File: src/rtl/lsu_mem_stage.sv
// Memory-access stage: turns EX bundles into req/gnt/rvalid data-bus
// transactions and emits a registered writeback bundle.
// Optional build macro: LSU_MISALIGN_TRAP_EN (misaligned accesses are trapped
// without a bus request and flagged on misalign_o).
module lsu_mem_stage #(
    parameter int unsigned    XLEN       = 32,
    parameter logic [XLEN-1:0] RESET_ADDR = '0
) (
    input  logic            clk,
    input  logic            rst,
    input  logic            valid_i,
    output logic            ready_o,
    input  logic            wmem_en_i,
    input  logic            rmem_en_i,
    input  logic [XLEN-1:0] mem_addr_i,
    input  logic [2:0]      funct3_i,
    input  logic [XLEN-1:0] store_data_i,
    input  logic            wreg_en_i,
    input  logic [4:0]      wreg_addr_i,
    input  logic [XLEN-1:0] wreg_data_i,
    output logic            dbus_req_o,
    output logic            dbus_we_o,
    output logic [XLEN-1:0] dbus_addr_o,
    output logic [3:0]      dbus_be_o,
    output logic [XLEN-1:0] dbus_wdata_o,
    input  logic            dbus_gnt_i,
    input  logic            dbus_rvalid_i,
    input  logic [XLEN-1:0] dbus_rdata_i,
    output logic            valid_o,
    output logic            wreg_en_o,
    output logic [4:0]      wreg_addr_o,
    output logic [XLEN-1:0] wreg_data_o
`ifdef LSU_MISALIGN_TRAP_EN
    ,
    output logic            misalign_o
`endif
);

    typedef enum logic [1:0] {IDLE, REQ, RESP} state_e;

    state_e            state_q, state_d;
    logic              is_load_q;
    logic [2:0]        f3_q;
    logic [1:0]        off_q;
    logic              wen_q;
    logic [4:0]        waddr_q;

    logic              accept_c, mem_op_c, misalign_c;
    logic              ready_d, req_d, we_d, valid_d, wen_o_d;
    logic [XLEN-1:0]   addr_d, wdata_d, wdata_o_d;
    logic [3:0]        be_d;
    logic [4:0]        waddr_o_d;
    logic              misalign_d;

    // Select the addressed byte/half lane of a read word and extend it.
    function automatic logic [XLEN-1:0] load_extract(input logic [XLEN-1:0] w,
                                                     input logic [1:0] off,
                                                     input logic [2:0] f3);
        logic [7:0]  b;
        logic [15:0] h;
        b = 8'(w >> {off, 3'b000});
        h = 16'(w >> {off[1], 4'b0000});
        case (f3[1:0])
            2'b00:   return f3[2] ? {24'b0, b} : {{24{b[7]}}, b};
            2'b01:   return f3[2] ? {16'b0, h} : {{16{h[15]}}, h};
            default: return w;
        endcase
    endfunction

    // Misalignment detection only exists in the trapping build.
    always_comb begin
        misalign_c = 1'b0;
`ifdef LSU_MISALIGN_TRAP_EN
        case (funct3_i[1:0])
            2'b00:   misalign_c = 1'b0;
            2'b01:   misalign_c = mem_addr_i[0];
            default: misalign_c = (mem_addr_i[1:0] != 2'b00);
        endcase
`endif
    end

    // Next-state and next-output computation.
    always_comb begin
        state_d    = state_q;
        req_d      = 1'b0;
        we_d       = dbus_we_o;
        addr_d     = dbus_addr_o;
        be_d       = dbus_be_o;
        wdata_d    = dbus_wdata_o;
        valid_d    = 1'b0;
        wen_o_d    = 1'b0;
        waddr_o_d  = wreg_addr_o;
        wdata_o_d  = wreg_data_o;
        misalign_d = 1'b0;
        accept_c   = valid_i & ready_o;
        mem_op_c   = wmem_en_i | rmem_en_i;

        case (state_q)
            IDLE: begin
                if (accept_c && mem_op_c && misalign_c) begin
                    valid_d    = 1'b1;
                    waddr_o_d  = wreg_addr_i;
                    misalign_d = 1'b1;
                end else if (accept_c && mem_op_c) begin
                    state_d = REQ;
                    req_d   = 1'b1;
                    we_d    = wmem_en_i;
                    addr_d  = {mem_addr_i[XLEN-1:2], 2'b00};
                    if (wmem_en_i) begin
                        case (funct3_i[1:0])
                            2'b00: begin
                                be_d    = 4'b0001 << mem_addr_i[1:0];
                                wdata_d = {4{store_data_i[7:0]}};
                            end
                            2'b01: begin
                                be_d    = mem_addr_i[1] ? 4'b1100 : 4'b0011;
                                wdata_d = {2{store_data_i[15:0]}};
                            end
                            default: begin
                                be_d    = 4'b1111;
                                wdata_d = store_data_i;
                            end
                        endcase
                    end else begin
                        be_d    = 4'b1111;
                        wdata_d = '0;
                    end
                end else if (accept_c) begin
                    valid_d   = 1'b1;
                    wen_o_d   = wreg_en_i;
                    waddr_o_d = wreg_addr_i;
                    wdata_o_d = wreg_data_i;
                end
            end
            REQ: begin
                req_d = 1'b1;
                if (dbus_gnt_i) begin
                    req_d = 1'b0;
                    if (is_load_q) begin
                        state_d = RESP;
                    end else begin
                        state_d   = IDLE;
                        valid_d   = 1'b1;
                        waddr_o_d = waddr_q;
                        we_d      = 1'b0;
                        addr_d    = RESET_ADDR;
                        be_d      = 4'b0000;
                        wdata_d   = '0;
                    end
                end
            end
            RESP: begin
                if (dbus_rvalid_i) begin
                    state_d   = IDLE;
                    valid_d   = 1'b1;
                    wen_o_d   = wen_q;
                    waddr_o_d = waddr_q;
                    wdata_o_d = load_extract(dbus_rdata_i, off_q, f3_q);
                    we_d      = 1'b0;
                    addr_d    = RESET_ADDR;
                    be_d      = 4'b0000;
                    wdata_d   = '0;
                end
            end
            default: state_d = IDLE;
        endcase

        ready_d = (state_d == IDLE);
    end

    // State register and registered outputs.
    always_ff @(posedge clk) begin
        if (rst) begin
            state_q      <= IDLE;
            ready_o      <= 1'b1;
            dbus_req_o   <= 1'b0;
            dbus_we_o    <= 1'b0;
            dbus_addr_o  <= RESET_ADDR;
            dbus_be_o    <= 4'b0000;
            dbus_wdata_o <= '0;
            valid_o      <= 1'b0;
            wreg_en_o    <= 1'b0;
            wreg_addr_o  <= 5'd0;
            wreg_data_o  <= '0;
        end else begin
            state_q      <= state_d;
            ready_o      <= ready_d;
            dbus_req_o   <= req_d;
            dbus_we_o    <= we_d;
            dbus_addr_o  <= addr_d;
            dbus_be_o    <= be_d;
            dbus_wdata_o <= wdata_d;
            valid_o      <= valid_d;
            wreg_en_o    <= wen_o_d;
            wreg_addr_o  <= waddr_o_d;
            wreg_data_o  <= wdata_o_d;
        end
    end

`ifdef LSU_MISALIGN_TRAP_EN
    // One-cycle misalignment flag.
    always_ff @(posedge clk) begin
        if (rst) misalign_o <= 1'b0;
        else     misalign_o <= misalign_d;
    end
`endif

    // Bundle fields needed to finish a memory op after it leaves EX.
    always_ff @(posedge clk) begin
        if (rst) begin
            is_load_q <= 1'b0;
            f3_q      <= 3'd0;
            off_q     <= 2'd0;
            wen_q     <= 1'b0;
            waddr_q   <= 5'd0;
        end else if (state_q == IDLE && accept_c && mem_op_c) begin
            is_load_q <= ~wmem_en_i;
            f3_q      <= funct3_i;
            off_q     <= mem_addr_i[1:0];
            wen_q     <= wreg_en_i;
            waddr_q   <= wreg_addr_i;
        end
    end

endmodule
File: config.mk
export PLATFORM = sky130hd
export DESIGN_NAME = lsu_mem_stage
export DESIGN_NICKNAME = d
export VERILOG_FILES = /design/src/rtl/lsu_mem_stage.sv
export SDC_FILE = /design/constraint.sdc
export NUM_CORES = 1
export LEC_CHECK = 0
export CORE_MARGIN = 2
export CORE_UTILIZATION = 40
export CTS_BUF_LIST = sky130_fd_sc_hd__clkbuf_8
export CTS_CLUSTER_SIZE = 14
export DETAILED_ROUTE_END_ITERATION = 10
export PLACE_DENSITY = 0.75
export SLEW_MARGIN = 15
export SYNTH_ARGS = -nofsm -noshare
export SYNTH_HDL_FRONTEND = slang
export SYNTH_SLANG_ARGS = --single-unit
File: constraint.sdc
create_clock -name clk -period 2.1 [get_ports clk]
set_input_delay 0.63 -clock clk [delete_from_list [all_inputs] [get_ports clk]]
set_output_delay 0.63 -clock clk [all_outputs]
set_load 0.02 [all_outputs]
# Yosys cells after proc, flatten, opt, wreduce, memory -nomap -nowiden
# Cells that the tools add are included.
[word_totals]
word_cells = 97
reg_bits = 124
[classes]
n_eq_ne = 10
n_shift = 3
n_mux = 53
n_reduce_logical = 12
n_bitwise = 3
[op_table]
columns = ["operator", "n"]
rows = [
  ["$mux W32", 11],
  ["$pmux W32 S2", 3],
  ["$pmux W32 S3", 2],
  ["$shr A32 B5 Y16", 1],
  ["$shr A32 B5 Y8", 1],
  ["$mux W5", 5],
  ["$mux W4", 6],
  ["$pmux W5 S3", 1],
  ["$mux W1", 14],
  ["$ne A2 B2 Y1 const B", 6],
  ["$pmux W4 S3", 1],
  ["$logic_not A2 Y1", 4],
  ["$mux W2", 4],
  ["$pmux W4 S2", 1],
  ["$eq A2 B1 Y1 const B", 3],
  ["$pmux W1 S3", 2],
  ["$pmux W2 S3", 1],
  ["$reduce_and A6 Y1", 1],
  ["$reduce_and A5 Y1", 1],
  ["$pmux W1 S2", 2],
  ["$reduce_and A4 Y1", 1],
  ["$shl A1 B2 Y4 const A", 1],
  ["$logic_and A1 B1 Y1", 3],
  ["$reduce_bool A3 Y1", 1],
  ["5 further kinds", 5],
]

# Longest topological paths before layout
# Gate-level depths: netlist (run 1).
[logic_depth]
ltp_word = 5
ltp_mapped = 9
depth_no_buf = 6

# Worst setup path before layout (run 1)
# OpenSTA, ideal clock, no wires.
[synth_timing]
path_type = "flip-flop to flip-flop"
from = "register state_q[0]"
to = "register wreg_data_o[22]"
required_time_ns = 1.979
stages_incl_launch_ff = 10
path_buffers = 3
path_slack_ns = 0.169
t_arrival_ns = 1.810
setup_time_ns = 0.121
path_cell_list = "dfxtp_1 > inv_1 > ha_1 > buf_6 > nand2b_1 > buf_6 > a22oi_2 > nor2_1 > buf_2 > o2bb2ai_1"
[synth_between]
elab_chain_cells = 3
elab_cells_between_ends = 8
cone_classes = "eq/ne: 4; mux: 1; reduce/logical: 3"
[synth_lines]
columns = ["element", "line", "source"]
rows = [
  ["from (decl)", "41", "state_e state_q, state_d;"],
  ["from (signal assigned)", "186", "state_q <= state_d;"],
  ["$eq A2 B2 Y1 / $logic_not A2 Y1 (equally long branches)", "98", "case (state_q)"],
  ["$ne A2 B2 Y1 (no line) / $reduce_bool A2 Y1 (equally long branches)", "-", ""],
  ["$reduce_and A4 Y1 (no line)", "-", ""],
  ["to (signal assigned)", "196", "wreg_data_o <= wdata_o_d;"],
  ["to (decl)", "32", "output logic [XLEN-1:0] wreg_data_o"],
]
# Parallel ways exist; a longest one is shown, timed or not.
# A chain may end at the register's enable or synchronous reset.

# Final worst setup path (run 1)
[layout_timing]
from = "register dbus_wdata_o[25]"
to = "output port dbus_wdata_o[25]"
[layout_lines]
columns = ["element", "line", "source"]
rows = [
  ["from (decl)", "25", "output logic [XLEN-1:0] dbus_wdata_o,"],
  ["from (signal assigned)", "192", "dbus_wdata_o <= wdata_d;"],
]
# No word-level cell between the ends.

==> results of run 1 <==
-- logic make-up after synthesis --
family                     count (synthesis)
AOI/OAI and AO/OA                        274
buffers and inverters                     79
other                                      1
adders and majority gates                  5
DFF                                      122
muxes                                     46
and+or+nand+nor                          193
-- per-layer routing --
metal	part of all wire, %	track usage (%)	vias up
li1	-	-	3222
met1	41	31.7	3091
met2	46	42.6	322
met3	9.8	7.47	44
met4	3.0	11.3	0
met5	0	0	-
-- power groups by stage --
stage	clock network, W	logic [W]	registers [W]
CTS	0.00218	0.00244	0.00270
detailed placement	0	0.00243	0.00274
finish	0.00213	0.00245	0.00270
global route	0.00228	0.00262	0.00273
floorplan	0	0.000938	0.00299
global placement	0	0.00241	0.00274
-- cell type report --
cell class	instances	area share, %
Multi-Input combinational cell	520	35.4
Inverter	7	0.279
Sequential cell	122	24.8
Antenna cell	1	0.0254
Clock inverter	12	1.37
Timing Repair Buffer	318	32.8
Clock buffer	19	2.65
Tap cell	211	2.68
-- placed cells by master, fill, tap and decap left out, drive strengths merged, types with 5 or more instances in the layout --
cell type / netlist / layout
clkdlybuf4s50: 0 / 243
dfxtp: 122 / 122
o21ai: 104 / 104
buf: 33 / 67
a21oi: 61 / 61
nand2: 43 / 43
nand4b: 31 / 31
nand2b: 30 / 30
mux2i: 28 / 28
nor2: 28 / 28
nand4: 27 / 27
clkbuf: 39 / 20
a221oi: 18 / 18
mux2: 17 / 17
a211oi: 17 / 17
o2bb2ai: 16 / 16
nor2b: 13 / 13
inv: 6 / 11
o21a: 9 / 9
o22ai: 9 / 9
o31ai: 9 / 9
a21o: 8 / 8
o211ai: 8 / 8
nand3b: 8 / 8
o41ai: 7 / 7
dlymetal6s2s: 0 / 6
ha: 5 / 5
-- registers in the layout, summed over array words and instances, names as in the netlist, 2 cells and up --
register      cells
waddr_q           5
wreg_data_o      32
dbus_be_o         4
state_q           2
wreg_addr_o       5
off_q             2
f3_q              3
dbus_addr_o      30
dbus_wdata_o     32
-- path summary, 6_finish.rpt --
path              cells after the start             start          endpoint  slack, ns
setup reg to reg                      9        state_q[0]  dbus_wdata_o[19]       0.14
hold reg to reg                       2    wreg_data_o[7]    wreg_data_o[7]       0.46
setup / recovery                      1  dbus_wdata_o[25]  dbus_wdata_o[25]       0.04
hold / removal                        2    wreg_data_o[7]    wreg_data_o[7]       0.46
-- per-stage QoR --
| step | total power, W | hold slack, ns |
|---|---|---|
| floorplan | 0.00393 | 0.436 |
| global placement | 0.00516 | 0.441 |
| detailed placement | 0.00517 | 0.446 |
| CTS | 0.00731 | 0.456 |
| global route | 0.00763 | 0.468 |
| finish | 0.00728 | 0.457 |
-- timing repair --
item,CTS,global route
resized for setup,2,10
endpoints found under the setup margin,2,45
pin swaps,0,1
setup buffers,0,2
cloned,0,1
==> run_results.csv, run 1 <==
group,metric,value,unit
final_layout,utilization,64.6,%
route,wl_per_cell,18.3,um
critical_path,slowest_stage,"clkdlybuf4s50_1",
job,cap_viol_max_count,0,
pwr,switchingPower,0.00232,W
sta,setup_violations,0,
sta,final_hold_viol_count,0,
place,place_area,0.00939,mm^2
synthesis,synth_xor_area_share,0,%
place,dpl.hpwl,16200,um
synthesis,ys_async_sr_fraction,0,%
floorplanning,ios,254,
worst_hold_path,worst_hold_path_type,"flip-flop to flip-flop",
synthesis,synthTopCellsByCount,"dfxtp_1, o21ai_0, a21oi_1, nand2_1, clkbuf_1",
clocking,clockBufferDepth,2,
pwr,pwr-share-seq,37.0,%
critical_path,cpPeakStageDelay,0.63,ns
sta,layout_setup_ws,0.0393,ns
final_layout,multi_input_area,0.00349,mm^2
synthesis,ys.flop_type,"dfxtp_1",
critical_path,cp_cell_sequence,"clkdlybuf4s50_1",
synthesis,synth_edf_count,0,
synthesis,yosysWarningCount,0,
sta,post-route-min-period,2.06,ns
floorplanning,coreArea,0.0153,mm^2
pwr,p_clk_share,29.3,%
critical_path,path_class,"flip-flop to primary output",
place,routabilityCongestion,0.879,
final_layout,final_area,0.00986,mm^2
global_routing,grt_pass1_wl,34000,um
clocking,clk_latency,0.43,ns
place,place_ws,-0.282,ns
global_routing,antenna_found_initial,1,
route,vias,6679,
pwr,switching_share,31.8,%
clocking,root_buffer,"clkbuf_8",
synthesis,synth_compound_area_share,27.8,%
route,viasPerCell,5.52,
route,wl,22200,um
place,io_buffer_count,251,
global_routing,grt_max_degree,40,
clocking,h-tree-depth,4,
synthesis,synth-seq-cells,122,
clocking,cts_tree,"done",
pwr,p_leak,3.64,nW
critical_path,worst-path-buf-inv,1,
synthesis,synth_fa_ha_area_share,0.996,%
sta,slew_viol_final,0,
final_layout,num-nets-final,1135,
synthesis,synthMuxAreaShare,7.93,%
floorplanning,die_height,129,um
synthesis,synthTopCellsByArea,"dfxtp_1, o21ai_0, a21oi_1, mux2i_1, nand4b_1",
place,placedCellCount,1175,
final_layout,area_delta_synth_final,57.0,%
synthesis,yosysSeqAreaShare,38.9,%
final_layout,final_layout_size_suffix_gt1_share,13.0,%
critical_path,start_kind,"flip-flop",
final_layout,final.fill_count,1287,
pwr,p_int,0.00497,W
synthesis,synth_cells,720,
floorplanning,num_rows,45,
clocking,cts_sinks,122,
pwr,vdd_ir_drop_max,0.000417,V
sta,final.period_utilization,98.1,%
final_layout,ff_latch_area,0.00244,mm^2
sta,max-slew-margin-rel,27.3,%
sta,rsz0062_at_grt,"no",
synthesis,synthesis.area,0.00628,mm^2
global_routing,first_global_vias,6380,
pwr,p_per_area,739,mW/mm^2
clocking,hold_buffers,0,
sta,tightest_slew,1.09,ns
synthesis,yosysMostFrequentCell,"dfxtp_1",
synthesis,syn_area_per_cell,8.72,um^2
synthesis,synth_top_family_by_area,"compound AO/OA/AOI/OAI gates",
critical_path,endpoint_kind,"primary output",
floorplanning,fp.dieArea,0.0167,mm^2
sta,fin_tns_setup,0,ns
sta,max_freq,485,MHz
critical_path,cp.arrival,1.43,ns
synthesis,synth-simple-area-share,18.4,%
global_routing,grt_overflow,0,
run_status,status,"finished, final reports clean",
critical_path,cp_max_fo,2,
pwr,combPwrFrac,33.7,%
global_routing,grtUsageTotal,25.9,%
synthesis,synth_top_area_share,38.9,%
critical_path,cpLargestDelayFamily,"buffers and inverters",
floorplanning,die_w,129,um
synthesis,yosysUniqueCellTypes,59,
clocking,clk_pin_slew_worst_paths,0.07,ns
sta,fin_skew,0.0113,ns
synthesis,yosysTopAreaCell,"dfxtp_1",
clocking,cts_buffers,17,
floorplanning,start_util,41.2,%
critical_path,required,1.47,ns
route,drtPass1Iterations,5,
final_layout,fin_cells,1210,
route,drt_iter0_markers,432,
route,drtAntennaViolNets,0,
route,route.detailed.drc,0,
(Power assumes the default switching activity.)
==> inputs of run 2 (changes only) <==
--- a/config.mk
+++ b/config.mk
@@ -5,12 +5,14 @@
 export SDC_FILE = /design/constraint.sdc
 export NUM_CORES = 1
 export LEC_CHECK = 0
+export CORE_ASPECT_RATIO = 0.75
 export CORE_MARGIN = 2
 export CORE_UTILIZATION = 40
 export CTS_BUF_LIST = sky130_fd_sc_hd__clkbuf_8
 export CTS_CLUSTER_SIZE = 14
 export DETAILED_ROUTE_END_ITERATION = 10
 export PLACE_DENSITY = 0.75
+export SETUP_SLACK_MARGIN = 0.3
 export SLEW_MARGIN = 15
 export SYNTH_ARGS = -nofsm -noshare
 export SYNTH_HDL_FRONTEND = slang
==> run_results.csv, run 2 (synthesized netlist as in run 1, its figures left out) <==
group,metric,value,unit
critical_path,r2r_start,"state_q[0]",
clocking,clk_pin_slew_worst_paths,0.07,ns
critical_path,path_class,"input pin to flip-flop",
sta,rsz0062_at_grt,"yes",
sta,fin_skew,0.0106,ns
final_layout,reg_top3,"dbus_wdata_o: 32 flops, wreg_data_o: 32 flops, dbus_addr_o: 30 flops",
final_layout,final_common_cell,"clkdlybuf4s50_1",
worst_hold_path,hold_end,"wreg_data_o[7]",
clocking,root_buffer,"clkbuf_8",
global_routing,grt_overflow,0,
clocking,h-tree-depth,4,
clocking,clockBufferDepth,2,
sta,final_hold_viol_count,0,
place,dpl.hpwl,16400,um
sta,max_freq,558,MHz
global_routing,antenna_found_initial,0,
route,route.detailed.drc,0,
critical_path,start_kind,"input pin",
route,wl,22700,um
critical_path,cpLargestDelayFamily,"buffers and inverters",
critical_path,cp_cell_sequence,"clkdlybuf4s50_1 -> buf_4 -> mux2i_4 -> buf_4 -> o211ai_1 -> o211ai_1 -> a21oi_1",
floorplanning,coreArea,0.0153,mm^2
clocking,cts_buffers,17,
critical_path,r2r_setup_slack,0.33,ns
final_layout,area_delta_synth_final,58.1,%
sta,final.period_utilization,85.3,%
place,routabilityCongestion,0.874,
sta,setup_violations,0,
final_layout,layout_common_cells,"clkdlybuf4s50_1, dfxtp_1, o21ai_0",
sta,post-route-min-period,1.79,ns
critical_path,cpPeakStageDelay,0.45,ns
route,vias,6702,
floorplanning,ios,254,
route,wl_per_cell,18.9,um
floorplanning,num_rows,39,
critical_path,cp_max_fo,3,
final_layout,diodes,0,
final_layout,final_layout_size_suffix_gt1_share,17.2,%
worst_hold_path,worstHoldPathCells,2,
pwr,p_per_area,725,mW/mm^2
place,io_buffer_count,251,
critical_path,worst-path-buf-inv,3,
worst_hold_path,holdCritStartpoint,"wreg_data_o[7]",
sta,slew_viol_final,0,
run_status,status,"finished, final reports clean",
critical_path,required,2.42,ns
clocking,clk_latency,0.44,ns
route,viasPerCell,5.58,
clocking,cts_sinks,122,
critical_path,cp.arrival,2.11,ns
critical_path,crit_cells,7,
sta,tightest_slew,0.763,ns
sta,hold_slack,0.454,ns
pwr,p_leak,3.93,nW
global_routing,grtUsageTotal,26.5,%
floorplanning,die_w,149,um
job,cap_viol_max_count,0,
route,drt_iter0_markers,628,
global_routing,grt_pass1_wl,34900,um
final_layout,num-nets-final,1135,
floorplanning,start_util,41.1,%
critical_path,slowest_stage,"clkdlybuf4s50_1",
critical_path,r2r_end,"dbus_wdata_o[17]",
route,drtPass1Iterations,5,
worst_hold_path,worst_hold_path_type,"flip-flop to flip-flop",
global_routing,first_global_vias,6408,
global_routing,grt_max_degree,43,
pwr,vdd_ir_drop_max,0.000442,V
floorplanning,fp.dieArea,0.0167,mm^2
critical_path,endpoint_kind,"flip-flop",
floorplanning,die_height,113,um
sta,fin_tns_setup,0,ns
clocking,cts_tree,"done",
critical_path,reg2reg_depth,7,
final_layout,utilization,65.0,%
route,drtAntennaViolNets,0,
sta,max-slew-margin-rel,49.0,%
run 2: cell count changes in the layout (fill, tap and decap cells not counted), sizes merged, moves of 3 or more:
cell / change
inv: -3
clkdlybuf4s50: -108
dlygate4sd2: +60
clkdlybuf4s15: +39
clkbuf: +8
run 2: routing by layer:
metal	vias up	share of wire, %	track usage [%]
li1	3244	-	-
met1	3138	46	38.7
met2	289	44	39.1
met3	31	8.3	5.73
met4	0	1.6	7.81
met5	-	0	0
run 2: final cells by class:
type	count	area (um^2)
inverter	7	26.3
sequential	122	2450
fill	1331	5340
clock inverter	10	103
tap	205	256
timing repair buffer	317	3150
multi-input combinational	521	3670
clock buffer	20	275
run 2: worst register-to-register path, delay by kind of cell, from the launching register on:
kind	cells	cell delay, ns
flops	1	0.37
simple gates	1	0.15
fa+ha+maj	1	0.19
buf+inv	2	0.26
compound gates	3	0.69
run 2: worst max-delay path by stage:
stage | startpoint | slack, ns | endpoint
after floorplan | dbus_rdata_i[15] | 0.30 | wreg_data_o[10]
after global routing | dbus_rdata_i[7] | 0.24 | wreg_data_o[24]
after detailed placement | dbus_rvalid_i | -0.30 | ready_o
final | dbus_rdata_i[15] | 0.31 | wreg_data_o[7]
after global placement | dbus_rvalid_i | -0.24 | ready_o
after CTS | ready_o | 0.20 | ready_o
run 2: repair_timing:
item / CTS / global route
buffers inserted: 0 / 1
resized for setup: 138 / 83
gates cloned: 0 / 1
endpoints found under the setup margin: 189 / 163
pin swaps: 3 / 7
hold buffers: 0 / 0
run 2: stage by stage:
stage / cell area (um^2) / total power, W / instances / setup WS [ns]
floorplan: 6320 / 0.00394 / 721 / 0.302
global route: 9930 / 0.00754 / 1202 / 0.244
CTS: 9760 / 0.00714 / 1200 / 0.199
finish: 9930 / 0.00720 / 1202 / 0.309
detailed placement: 9440 / 0.00520 / 1170 / -0.305
global placement: 9440 / 0.00518 / 1170 / -0.243
run 2: where the power goes:
group          total [W]  leakage, nW  switching [W]  internal [W]
sequential       0.00270         1.00       0.000146       0.00256
clock            0.00206        0.199       0.000945       0.00112
combinational    0.00243         2.73        0.00131       0.00112
total            0.00720         3.93        0.00240       0.00480
==> inputs of run 3 (changes only) <==
--- a/config.mk
+++ b/config.mk
@@ -11,7 +11,7 @@
 export CTS_BUF_LIST = sky130_fd_sc_hd__clkbuf_8
 export CTS_CLUSTER_SIZE = 14
 export DETAILED_ROUTE_END_ITERATION = 10
-export PLACE_DENSITY = 0.75
+export DONT_BUFFER_PORTS = 1
 export SETUP_SLACK_MARGIN = 0.3
 export SLEW_MARGIN = 15
 export SYNTH_ARGS = -nofsm -noshare
==> run_results.csv, run 3 (synthesized netlist as in run 1, its figures left out) <==
group,metric,value,unit
final_layout,area_delta_synth_final,13.3,%
run_status,status,"finished, final reports clean",
clocking,h-tree-depth,4,
floorplanning,start_util,41.1,%
pwr,p_clk_share,33.6,%
clocking,hold_buffers,0,
sta,max_freq,572,MHz
sta,layout_setup_ws,0.350,ns
sta,fin_tns_setup,0,ns
pwr,vdd_ir_drop_max,0.000467,V
global_routing,grt_pass1_wl,30600,um
route,wl_per_cell,22.0,um
route,drt_iter0_markers,458,
worst_hold_path,worst_hold_path_type,"input pin to flip-flop",
clocking,clockBufferDepth,2,
critical_path,cp_cell_sequence,"inv_2 -> ha_4 -> nor2b_4 -> a211o_4 -> buf_8 -> o21ai_0 -> a21oi_1",
worst_hold_path,holdCritStartpoint,"rst",
critical_path,cpPeakStageDelay,0.37,ns
global_routing,grt_overflow,0,
pwr,switching_share,33.7,%
global_routing,antenna_found_initial,0,
route,viasPerCell,6.21,
floorplanning,coreArea,0.0153,mm^2
worst_hold_path,hold_end,"wreg_addr_o[1]",
critical_path,cp.arrival,2.06,ns
pwr,p_per_area,920,mW/mm^2
pwr,pwr-share-seq,46.1,%
sta,final_hold_viol_count,0,
critical_path,start_kind,"flip-flop",
job,cap_viol_max_count,0,
final_layout,final.fill_count,1463,
floorplanning,num_rows,39,
clocking,cts_tree,"done",
sta,rsz0062_at_grt,"yes",
critical_path,cp_max_fo,26,
sta,post-route-min-period,1.75,ns
place,io_buffer_count,0,
sta,tightest_slew,0.665,ns
sta,final.period_utilization,83.3,%
critical_path,slowest_stage,"dfxtp_2",
critical_path,r2r_end,"dbus_addr_o[29]",
route,vias,5706,
final_layout,final_area,0.00711,mm^2
pwr,combPwrFrac,20.3,%
final_layout,reg_top3,"dbus_wdata_o: 32 flops, wreg_data_o: 32 flops, dbus_addr_o: 30 flops",
clocking,root_buffer,"clkbuf_8",
critical_path,r2r_setup_slack,0.35,ns
place,dpl.hpwl,14400,um
pwr,switchingPower,0.00220,W
place,place_area,0.00644,mm^2
pwr,p_int,0.00434,W
floorplanning,die_w,149,um
global_routing,grt_max_degree,117,
critical_path,endpoint_kind,"flip-flop",
sta,max-slew-margin-rel,55.6,%
critical_path,crit_start,"state_q[0]",
critical_path,required,2.41,ns
final_layout,utilization,46.6,%
floorplanning,ios,254,
clocking,cts_sinks,122,
sta,fin_skew,0.0127,ns
clocking,clk_latency,0.44,ns
final_layout,final_common_cell,"dfxtp_1",
final_layout,layout_common_cells,"dfxtp_1, o21ai_0, a21oi_1",
place,place_ws,0.0907,ns
sta,setup_violations,0,
final_layout,num-nets-final,850,
route,drtAntennaViolNets,0,
floorplanning,die_height,113,um
critical_path,path_class,"flip-flop to flip-flop",
final_layout,final_layout_size_suffix_gt1_share,16.8,%
clocking,clk_pin_slew_worst_paths,0.07,ns
place,routabilityCongestion,0.871,
critical_path,reg2reg_depth,7,
clocking,cts_buffers,17,
floorplanning,fp.dieArea,0.0167,mm^2
route,drtPass1Iterations,6,
sta,slew_viol_final,0,
route,route.detailed.drc,0,
global_routing,first_global_vias,5290,
route,wl,20200,um
global_routing,grtUsageTotal,23.2,%
final_layout,diodes,0,
critical_path,r2r_start,"state_q[0]",
worst_hold_path,worstHoldPathCells,1,
pwr,p_leak,2.42,nW
run 3: cell types whose count changed in the layout (fill, tap and decap cells not counted), moves of 15 or more:
cell	change
clkdlybuf4s50_1	-135
dlygate4sd2_1	-61
buf_12	-15
clkdlybuf4s15_1	-37
buf_4	-25
run 3: per-stage QoR:
step,power (W),hold slack (ns),cells
CTS,0.00651,0.238,917
floorplan,0.00394,0.436,721
global placement,0.00418,0.436,882
global route,0.00685,0.229,919
finish,0.00654,0.271,919
detailed placement,0.00423,0.443,882
run 3: repair_timing:
item                       in CTS  in global routing
setup endpoints to repair     114                106
gates resized for setup        29                 34
cloned                          1                  1
pin swaps                       4                  2
buffers inserted                2                  1
run 3: power groups by stage:
stage,Combinational [W],Clock [W],Sequential (W)
final,0.00133,0.00220,0.00302
after global routing,0.00145,0.00235,0.00305
after CTS,0.00124,0.00225,0.00302
after detailed placement,0.00116,0,0.00307
after global placement,0.00112,0,0.00306
after floorplan,0.000952,0,0.00299
run 3: how the worst max path moves through the flow:
stage                                   to  cells after the start
after floorplan            wreg_data_o[10]                      3
after global placement    dbus_wdata_o[10]                      6
after detailed placement  dbus_wdata_o[11]                      6
after CTS                  dbus_addr_o[10]                      8
after global routing      dbus_wdata_o[21]                      8
final                      dbus_addr_o[29]                      7
run 3: metal layers:
metal | track usage [%] | part of all wire, % | wire length [um]
met3 | 9.43 | 10 | 2050
met4 | 5.78 | 1.6 | 323
met1 | 31.7 | 45 | 9030
met2 | 34.0 | 43 | 8770
met5 | 0 | 0 | 0
run 3: critical path, delay by kind of cell (launching register included):
family | cells | cell delay [ns]
adder cells (fa/ha/maj) | 1 | 0.20
flip-flops | 1 | 0.37
buffers and inverters | 2 | 0.28
AND/OR/NAND/NOR | 1 | 0.16
AO/OA/AOI/OAI | 3 | 0.61
run 3: area by class of cell:
cell class              count  area [um^2]  area share, %
clock buffers              19          262           3.68
multi-input cells         521         3640           51.2
clock inverters            13          151           2.13
repair buffers             32          330           4.64
well taps                 205          256           3.61
flip-flops and latches    122         2450           34.4
inverters                   7         26.3          0.369
